`config.mk`:
```
export PLATFORM = sky130hd
export DESIGN_NAME = uart_frame_link
export DESIGN_NICKNAME = d
export VERILOG_FILES = /design/src/rtl/uart_frame_link.sv
export SDC_FILE = /design/constraint.sdc
export NUM_CORES = 2
export LEC_CHECK = 0
export ABC_AREA = 1
export CAP_MARGIN = 20
export CORE_AREA = 3 3 310 312
export CTS_BUF_LIST = sky130_fd_sc_hd__clkbuf_16
export DETAILED_ROUTE_END_ITERATION = 16
export DIE_AREA = 0 0 313 315
export PLACE_DENSITY = 0.75
export SLEW_MARGIN = 40
export SYNTH_ARGS = -nofsm -noshare
export SYNTH_HDL_FRONTEND = slang
export SYNTH_SLANG_ARGS = --single-unit
```
`constraint.sdc`:
```
create_clock -name clk -period 7.7 [get_ports clk]
set_input_delay 1.54 -clock clk [delete_from_list [all_inputs] [get_ports clk]]
set_output_delay 1.54 -clock clk [all_outputs]
set_load 0.01 [all_outputs]
```
`src/rtl/uart_frame_link.sv`:
```
// Link-layer engine between the UART byte interface and the miner core:
// assembles checksummed job frames, returns ACK/NAK and sends nonce result frames.
module uart_frame_link #(
   parameter int unsigned JOB_BYTES      = 76,
   parameter logic [7:0]  SYNC_BYTE      = 8'hA5,
   parameter logic [7:0]  ACK_BYTE       = 8'h06,
   parameter logic [7:0]  NAK_BYTE       = 8'h15,
   parameter logic [31:0] TIMEOUT_CYCLES = 32'd1000000
) (
   input  logic                   clk,
   input  logic                   rst_n,
   input  logic                   uart_received,
   input  logic [7:0]             uart_rx_byte,
   input  logic                   uart_recv_error,
   output logic                   uart_transmit,
   output logic [7:0]             uart_tx_byte,
   input  logic                   uart_is_transmitting,
   output logic [JOB_BYTES*8-1:0] job_data,
   output logic                   job_valid,
   input  logic                   result_valid,
   input  logic [31:0]            result_nonce,
   output logic                   result_ready,
   output logic [7:0]             frame_errors
);

   localparam int unsigned      IDX_W    = (JOB_BYTES > 1) ? $clog2(JOB_BYTES) : 1;
   localparam logic [IDX_W-1:0] LAST_IDX = IDX_W'(JOB_BYTES - 1);
   localparam logic [2:0]       LAST_RES = 3'd5;

   typedef enum logic [1:0] {R_HUNT, R_PAYLOAD, R_CHECK} rx_state_t;
   typedef enum logic [1:0] {T_IDLE, T_SEND, T_WAIT_BUSY, T_WAIT_IDLE} tx_state_t;

   function automatic logic [7:0] sat_inc8(input logic [7:0] v);
      return (v == 8'hFF) ? v : v + 8'd1;
   endfunction

   rx_state_t              rx_state, rx_next;
   logic [IDX_W-1:0]       byte_idx;
   logic [7:0]             xor_acc;
   logic [JOB_BYTES*8-1:0] shadow;
   logic [31:0]            idle_cnt;
   logic                   rx_active, rx_abort, rx_store;
   logic                   frame_good, frame_bad;

   tx_state_t              tx_state, tx_next;
   logic                   ack_pend, nak_pend, reply_pend;
   logic                   run_q;
   logic                   tx_reply, tx_reply_ack;
   logic [2:0]             tx_idx;
   logic [31:0]            nonce_q;
   logic                   take_reply, tx_last;
   logic [7:0]             cur_byte;

   assign rx_active  = (rx_state != R_HUNT);
   assign rx_abort   = rx_active && (uart_recv_error || (idle_cnt >= TIMEOUT_CYCLES));
   assign rx_store   = (rx_state == R_PAYLOAD) && uart_received && !rx_abort;
   assign reply_pend = ack_pend || nak_pend;

   // ---------------- RX frame FSM ----------------
   always_ff @(posedge clk or negedge rst_n) begin
      if (!rst_n) rx_state <= R_HUNT;
      else        rx_state <= rx_next;
   end

   always_comb begin
      rx_next = rx_state;
      case (rx_state)
         R_HUNT:
            if (uart_received && uart_rx_byte == SYNC_BYTE) rx_next = R_PAYLOAD;
         R_PAYLOAD:
            if (rx_abort) rx_next = R_HUNT;
            else if (uart_received && byte_idx == LAST_IDX) rx_next = R_CHECK;
         R_CHECK:
            if (rx_abort || uart_received) rx_next = R_HUNT;
         default: rx_next = R_HUNT;
      endcase
   end

   always_comb begin
      frame_good = 1'b0;
      frame_bad  = 1'b0;
      case (rx_state)
         R_PAYLOAD: frame_bad = rx_abort;
         R_CHECK:
            if (rx_abort) frame_bad = 1'b1;
            else if (uart_received) begin
               if (uart_rx_byte == xor_acc) frame_good = 1'b1;
               else                         frame_bad  = 1'b1;
            end
         default: ;
      endcase
   end

   assign job_valid = frame_good;

   always_ff @(posedge clk or negedge rst_n) begin
      if (!rst_n) begin
         byte_idx     <= '0;
         xor_acc      <= '0;
         idle_cnt     <= '0;
         job_data     <= '0;
         frame_errors <= '0;
      end else begin
         if (uart_received || !rx_active) idle_cnt <= '0;
         else                             idle_cnt <= idle_cnt + 32'd1;
         if (rx_state == R_HUNT && uart_received && uart_rx_byte == SYNC_BYTE) begin
            byte_idx <= '0;
            xor_acc  <= '0;
         end else if (rx_store) begin
            byte_idx <= byte_idx + 1'b1;
            xor_acc  <= xor_acc ^ uart_rx_byte;
         end
         if (frame_good) job_data     <= shadow;
         if (frame_bad)  frame_errors <= sat_inc8(frame_errors);
      end
   end

   // Payload staging; only published to job_data once the checksum matches.
   always_ff @(posedge clk) begin
      if (rx_store) shadow[{byte_idx, 3'b000} +: 8] <= uart_rx_byte;
   end

   // ---------------- reply verdict (latest wins) ----------------
   always_ff @(posedge clk or negedge rst_n) begin
      if (!rst_n) begin
         ack_pend <= 1'b0;
         nak_pend <= 1'b0;
         run_q    <= 1'b0;
      end else begin
         run_q <= 1'b1;
         if (take_reply) begin
            ack_pend <= 1'b0;
            nak_pend <= 1'b0;
         end
         if (frame_good) begin
            ack_pend <= 1'b1;
            nak_pend <= 1'b0;
         end else if (frame_bad) begin
            ack_pend <= 1'b0;
            nak_pend <= 1'b1;
         end
      end
   end

   // ---------------- TX byte sequencer ----------------
   assign tx_last = tx_reply || (tx_idx == LAST_RES);

   always_ff @(posedge clk or negedge rst_n) begin
      if (!rst_n) tx_state <= T_IDLE;
      else        tx_state <= tx_next;
   end

   always_comb begin
      tx_next = tx_state;
      case (tx_state)
         T_IDLE:
            if (reply_pend || result_ready) tx_next = T_SEND;
         T_SEND:
            if (!uart_is_transmitting) tx_next = T_WAIT_BUSY;
         T_WAIT_BUSY:
            if (uart_is_transmitting) tx_next = T_WAIT_IDLE;
         T_WAIT_IDLE:
            if (!uart_is_transmitting) tx_next = tx_last ? T_IDLE : T_SEND;
         default: tx_next = T_IDLE;
      endcase
   end

   always_comb begin
      take_reply    = (tx_state == T_IDLE) && reply_pend;
      result_ready  = run_q && (tx_state == T_IDLE) && !reply_pend && result_valid;
      uart_transmit = (tx_state == T_SEND) && !uart_is_transmitting;
      case (tx_idx)
         3'd0:    cur_byte = SYNC_BYTE;
         3'd1:    cur_byte = nonce_q[7:0];
         3'd2:    cur_byte = nonce_q[15:8];
         3'd3:    cur_byte = nonce_q[23:16];
         3'd4:    cur_byte = nonce_q[31:24];
         default: cur_byte = nonce_q[7:0] ^ nonce_q[15:8] ^ nonce_q[23:16] ^ nonce_q[31:24];
      endcase
      if (tx_reply) cur_byte = tx_reply_ack ? ACK_BYTE : NAK_BYTE;
      uart_tx_byte = (tx_state != T_IDLE) ? cur_byte : 8'h00;
   end

   always_ff @(posedge clk or negedge rst_n) begin
      if (!rst_n) begin
         tx_reply     <= 1'b0;
         tx_reply_ack <= 1'b0;
         tx_idx       <= '0;
      end else begin
         if (take_reply) begin
            tx_reply     <= 1'b1;
            tx_reply_ack <= ack_pend;
            tx_idx       <= '0;
         end else if (result_ready) begin
            tx_reply <= 1'b0;
            tx_idx   <= '0;
         end else if (tx_state == T_WAIT_IDLE && !uart_is_transmitting && !tx_last) begin
            tx_idx <= tx_idx + 3'd1;
         end
      end
   end

   always_ff @(posedge clk) begin
      if (result_ready) nonce_q <= result_nonce;
   end

endmodule

```
==> metrics.txt <==
Synth async-reset ratio about half; number of fill cells 7087; Avg Vias per Cell 5.54; Die Span X 313 um; vias in the first global route roughly 37000; global-route congestion overflow total 0; maximum clock frequency approximately 160 MHz; antenna violations before repair 1; combinational family with the most area after synthesis simple AND/OR/NAND/NOR gates; Clock Path Buffers 3; die outline height 315 um; Worst Tran Pin Value approximately 0.96 ns; Period minus WS final 6.36 ns; worst min path class reg -> reg; dominant cell type by area after synthesis sky130_fd_sc_hd__edfxtp_1; starting density of the core 55.0%; internal power component 11.4 mW; count of final hold-check violations 0; Total Nets Final 5675; count leader, synth sky130_fd_sc_hd__nand2_1; Critical Path Sink Type output pin; sum of negative setup slack 0 ns; Crit Path Class in -> out; proportion of synthesized chip area in sequential cells 70.3%; unrepaired setup endpoints after global routing no; sequential group share of total power 44.9%; total I/O pin count 673; status complete, no violations; clock skew after layout 0.0365 ns; worst-path fanout max 87; vias after detailed routing 38700; Detail Placement HPWL 112 mm; net switching component of the power between 5 and 6 mW; number of remaining DRC errors 0; adder-cell share of the synthesized area 0.487%; count of distinct cell types in the synthesized netlist 41; number of standard-cell rows in the floorplan about 110; final clock period utilization by the worst path 82.6%; First DRT Iteration DRCs around 4600; number of clock sinks seen by CTS 1315; Synth Warn # 0; root buf cell sky130_fd_sc_hd__clkbuf_16; Placer Congestion 0.896; top_reg_cell synth sky130_fd_sc_hd__dfrtp_1; Critical Path AT around 4.8 ns; required time worst endpoint 6.16 ns; area growth from synthesis to layout 23.6%; clock latency at the later pin of the worst-skew pair 0.76 ns; Die Outline Area 0.0986 mm2; critical path startpoint category input port; multi-input gate area in the final layout roughly 0.014 mm2; remaining antenna violation count 0; Worst slew margin between 30% and 40%; number of buffers inserted during clock tree synthesis between 100 and 150; share of synthesized area spent on multiplexers 0%; area taken by flip-flops and latches 0.0361 mm2; share of the synthesized area in compound gates (AO/OA/AOI/OAI) 0.943%; xor/xnor share of the synthesized area less than 1%; sw frac about 32%; clock share of power between 30 and 40%; Post-Route Hold Slack 0.426 ns; synthesis-stage register bit count 1315; Setup-failing EPs final 0; synthesized netlist cell count about 5000; core box area 0.0933 mm2; count of flip-flops with a built-in enable after synthesis 640; Lkg Pwr 27.6 nW; DRT Pass-1 Iters 6; worst supply voltage drop on vdd 0.283 mV; maximum level of the CTS H-tree 4; clock-pin slew of the registers on the worst-case setup and hold paths around 0.06 ns; number of port buffers 672; synthesized net count 5080; share of layout cells above drive strength 1 under 10%; TritonCTS clock tree built; Global Route Usage Sum 32.9%; Yosys top cell area share 37.4%; cells along the critical path clkdlybuf4s50_1 -> xnor2_1 -> nand2_1 -> nor3_1 -> nand2_1 -> nor3_2 -> nand2_8 -> inv_8 -> clkdlybuf4s50_1; fraction of power consumed by combinational cells roughly a fifth; synth top area cells sky130_fd_sc_hd__edfxtp_1, sky130_fd_sc_hd__dfrtp_1, sky130_fd_sc_hd__nand2_1, sky130_fd_sc_hd__nor2_1, sky130_fd_sc_hd__buf_2; area share of and/or/nand/nor cells after synthesis between 20% and 30%; maxcap violations 0; post-cts sizing count 0; total power per unit cell area 265 mW/mm2; leading cell types by count after synthesis sky130_fd_sc_hd__nand2_1, sky130_fd_sc_hd__nor2_1, sky130_fd_sc_hd__dfrtp_1; post-CTS setup repair buffer count 0; Final Routed Wirelength 163 mm; average footprint of a synthesized cell about 10 um2; global-route wire length before repair 239 mm; post-synthesis cell area 0.0513 mm2; total count of max-transition violations in the final report 0; critical-path cell with the highest stage delay sky130_fd_sc_hd__clkdlybuf4s50_1; drt wl/cell 23.3 um; total of hold buffers inserted after clock tree synthesis 0; pin count of the biggest net entering global routing 205; highest cell delay on the worst timing path 0.65 ns
[worst paths after layout]
path	start	to	slack, ns	cells after the start
worst max-delay path	uart_rx_byte[3]	job_valid	1.34	9
worst min-delay path	shadow[436]$_DFFE_PP_	job_data[436]$_DFFE_PN0P_	0.43	2
worst max register to register	idle_cnt[10]$_DFF_PN0_	shadow[115]$_DFFE_PP_	3.36	14
worst min register to register	shadow[436]$_DFFE_PP_	job_data[436]$_DFFE_PN0P_	0.43	2
max in group asynchronous	rst_n	frame_errors[4]$_DFFE_PN0P_	5.49	4
min in group asynchronous	rst_n	job_data[303]$_DFFE_PN0P_	0.63	1
[registers in the layout, summed over array words and instances, names as in the netlist]
register,flops
idle_cnt,32
job_data,608
run_q,1
tx_reply,1
tx_reply_ack,1
ack_pend,1
rx_state,2
frame_errors,8
nak_pend,1
tx_idx,3
nonce_q,32
tx_state,2
xor_acc,8
shadow,608
byte_idx,7
[cell families (layout without fill, tap and decap cells)]
| kind of cell | after synthesis | after routing |
|---|---|---|
| AOI/OAI and AO/OA | 87 | 87 |
| xor gates and xnor gates | 50 | 50 |
| adders and majority gates | 20 | 20 |
| buffers and inverters | 372 | 1078 |
| DFF | 1315 | 1315 |
| other | 1 | 4 |
| and+or+nand+nor | 3169 | 3169 |
[routing by layer]
layer,global-route usage [%],vias to the layer above,share of wire (%)
met3,7.58,376,9.9
met5,0,-,0
met4,17.4,0,5.8
met2,49.6,2179,46
met1,44.9,18900,39
li1,-,17200,-
[cell usage in the layout, fill, tap and decap left out, drive strengths merged, types with 4 or more instances in the layout]
cell | netlist | layout
nand3 | 140 | 140
ha | 20 | 20
buf | 181 | 51
clkbuf | 84 | 141
nor4 | 12 | 12
clkdlybuf4s50 | 0 | 671
a221oi | 4 | 4
nand4 | 25 | 25
edfxtp | 640 | 640
a21oi | 30 | 30
inv | 102 | 145
nor3 | 80 | 80
nor2 | 776 | 776
xor2 | 30 | 30
o21ai | 43 | 43
dfrtp | 675 | 675
clkinv | 5 | 64
xnor2 | 20 | 20
nand2 | 2130 | 2130
[final cells by class]
class	count	area share, %
well taps	1254	2.47
multi-input cells	3327	21.9
inverters	107	0.663
clock inverters	108	1.01
clock buffers	139	5.48
flip-flops and latches	1315	56.9
repair buffers	724	11.6
diodes	3	0.0118
[worst max-delay path, delay by kind of cell]
family / cells / cell delay [ns]
xor gates and xnor gates: 1 / 0.34
and+or+nand+nor: 5 / 1.03
buffers and inverters: 3 / 1.86
[metrics by stage]
step                total power, mW  worst slack, ns  util, %  cell area [um2]  std cells
floorplan                      9.33             1.11        -            51300       5014
global placement               10.6             1.41     63.2            58900       6720
detailed placement             10.7             1.31     63.4            59200       6722
CTS                            16.8             1.31     67.8            63300       6969
global route                   17.3             1.07     68.0            63400       6975
finish                         16.8             1.34     68.0            63500       6977
[power by group through the flow]
stage	registers, mW	clock network (mW)	logic [mW]
floorplan	7.64	0	1.70
global placement	7.67	0	2.91
detailed placement	7.68	0	3.05
CTS	7.54	6.15	3.06
global route	7.55	6.45	3.33
finish	7.54	6.11	3.16
No activity file was read; power rests on OpenSTA's default activity.
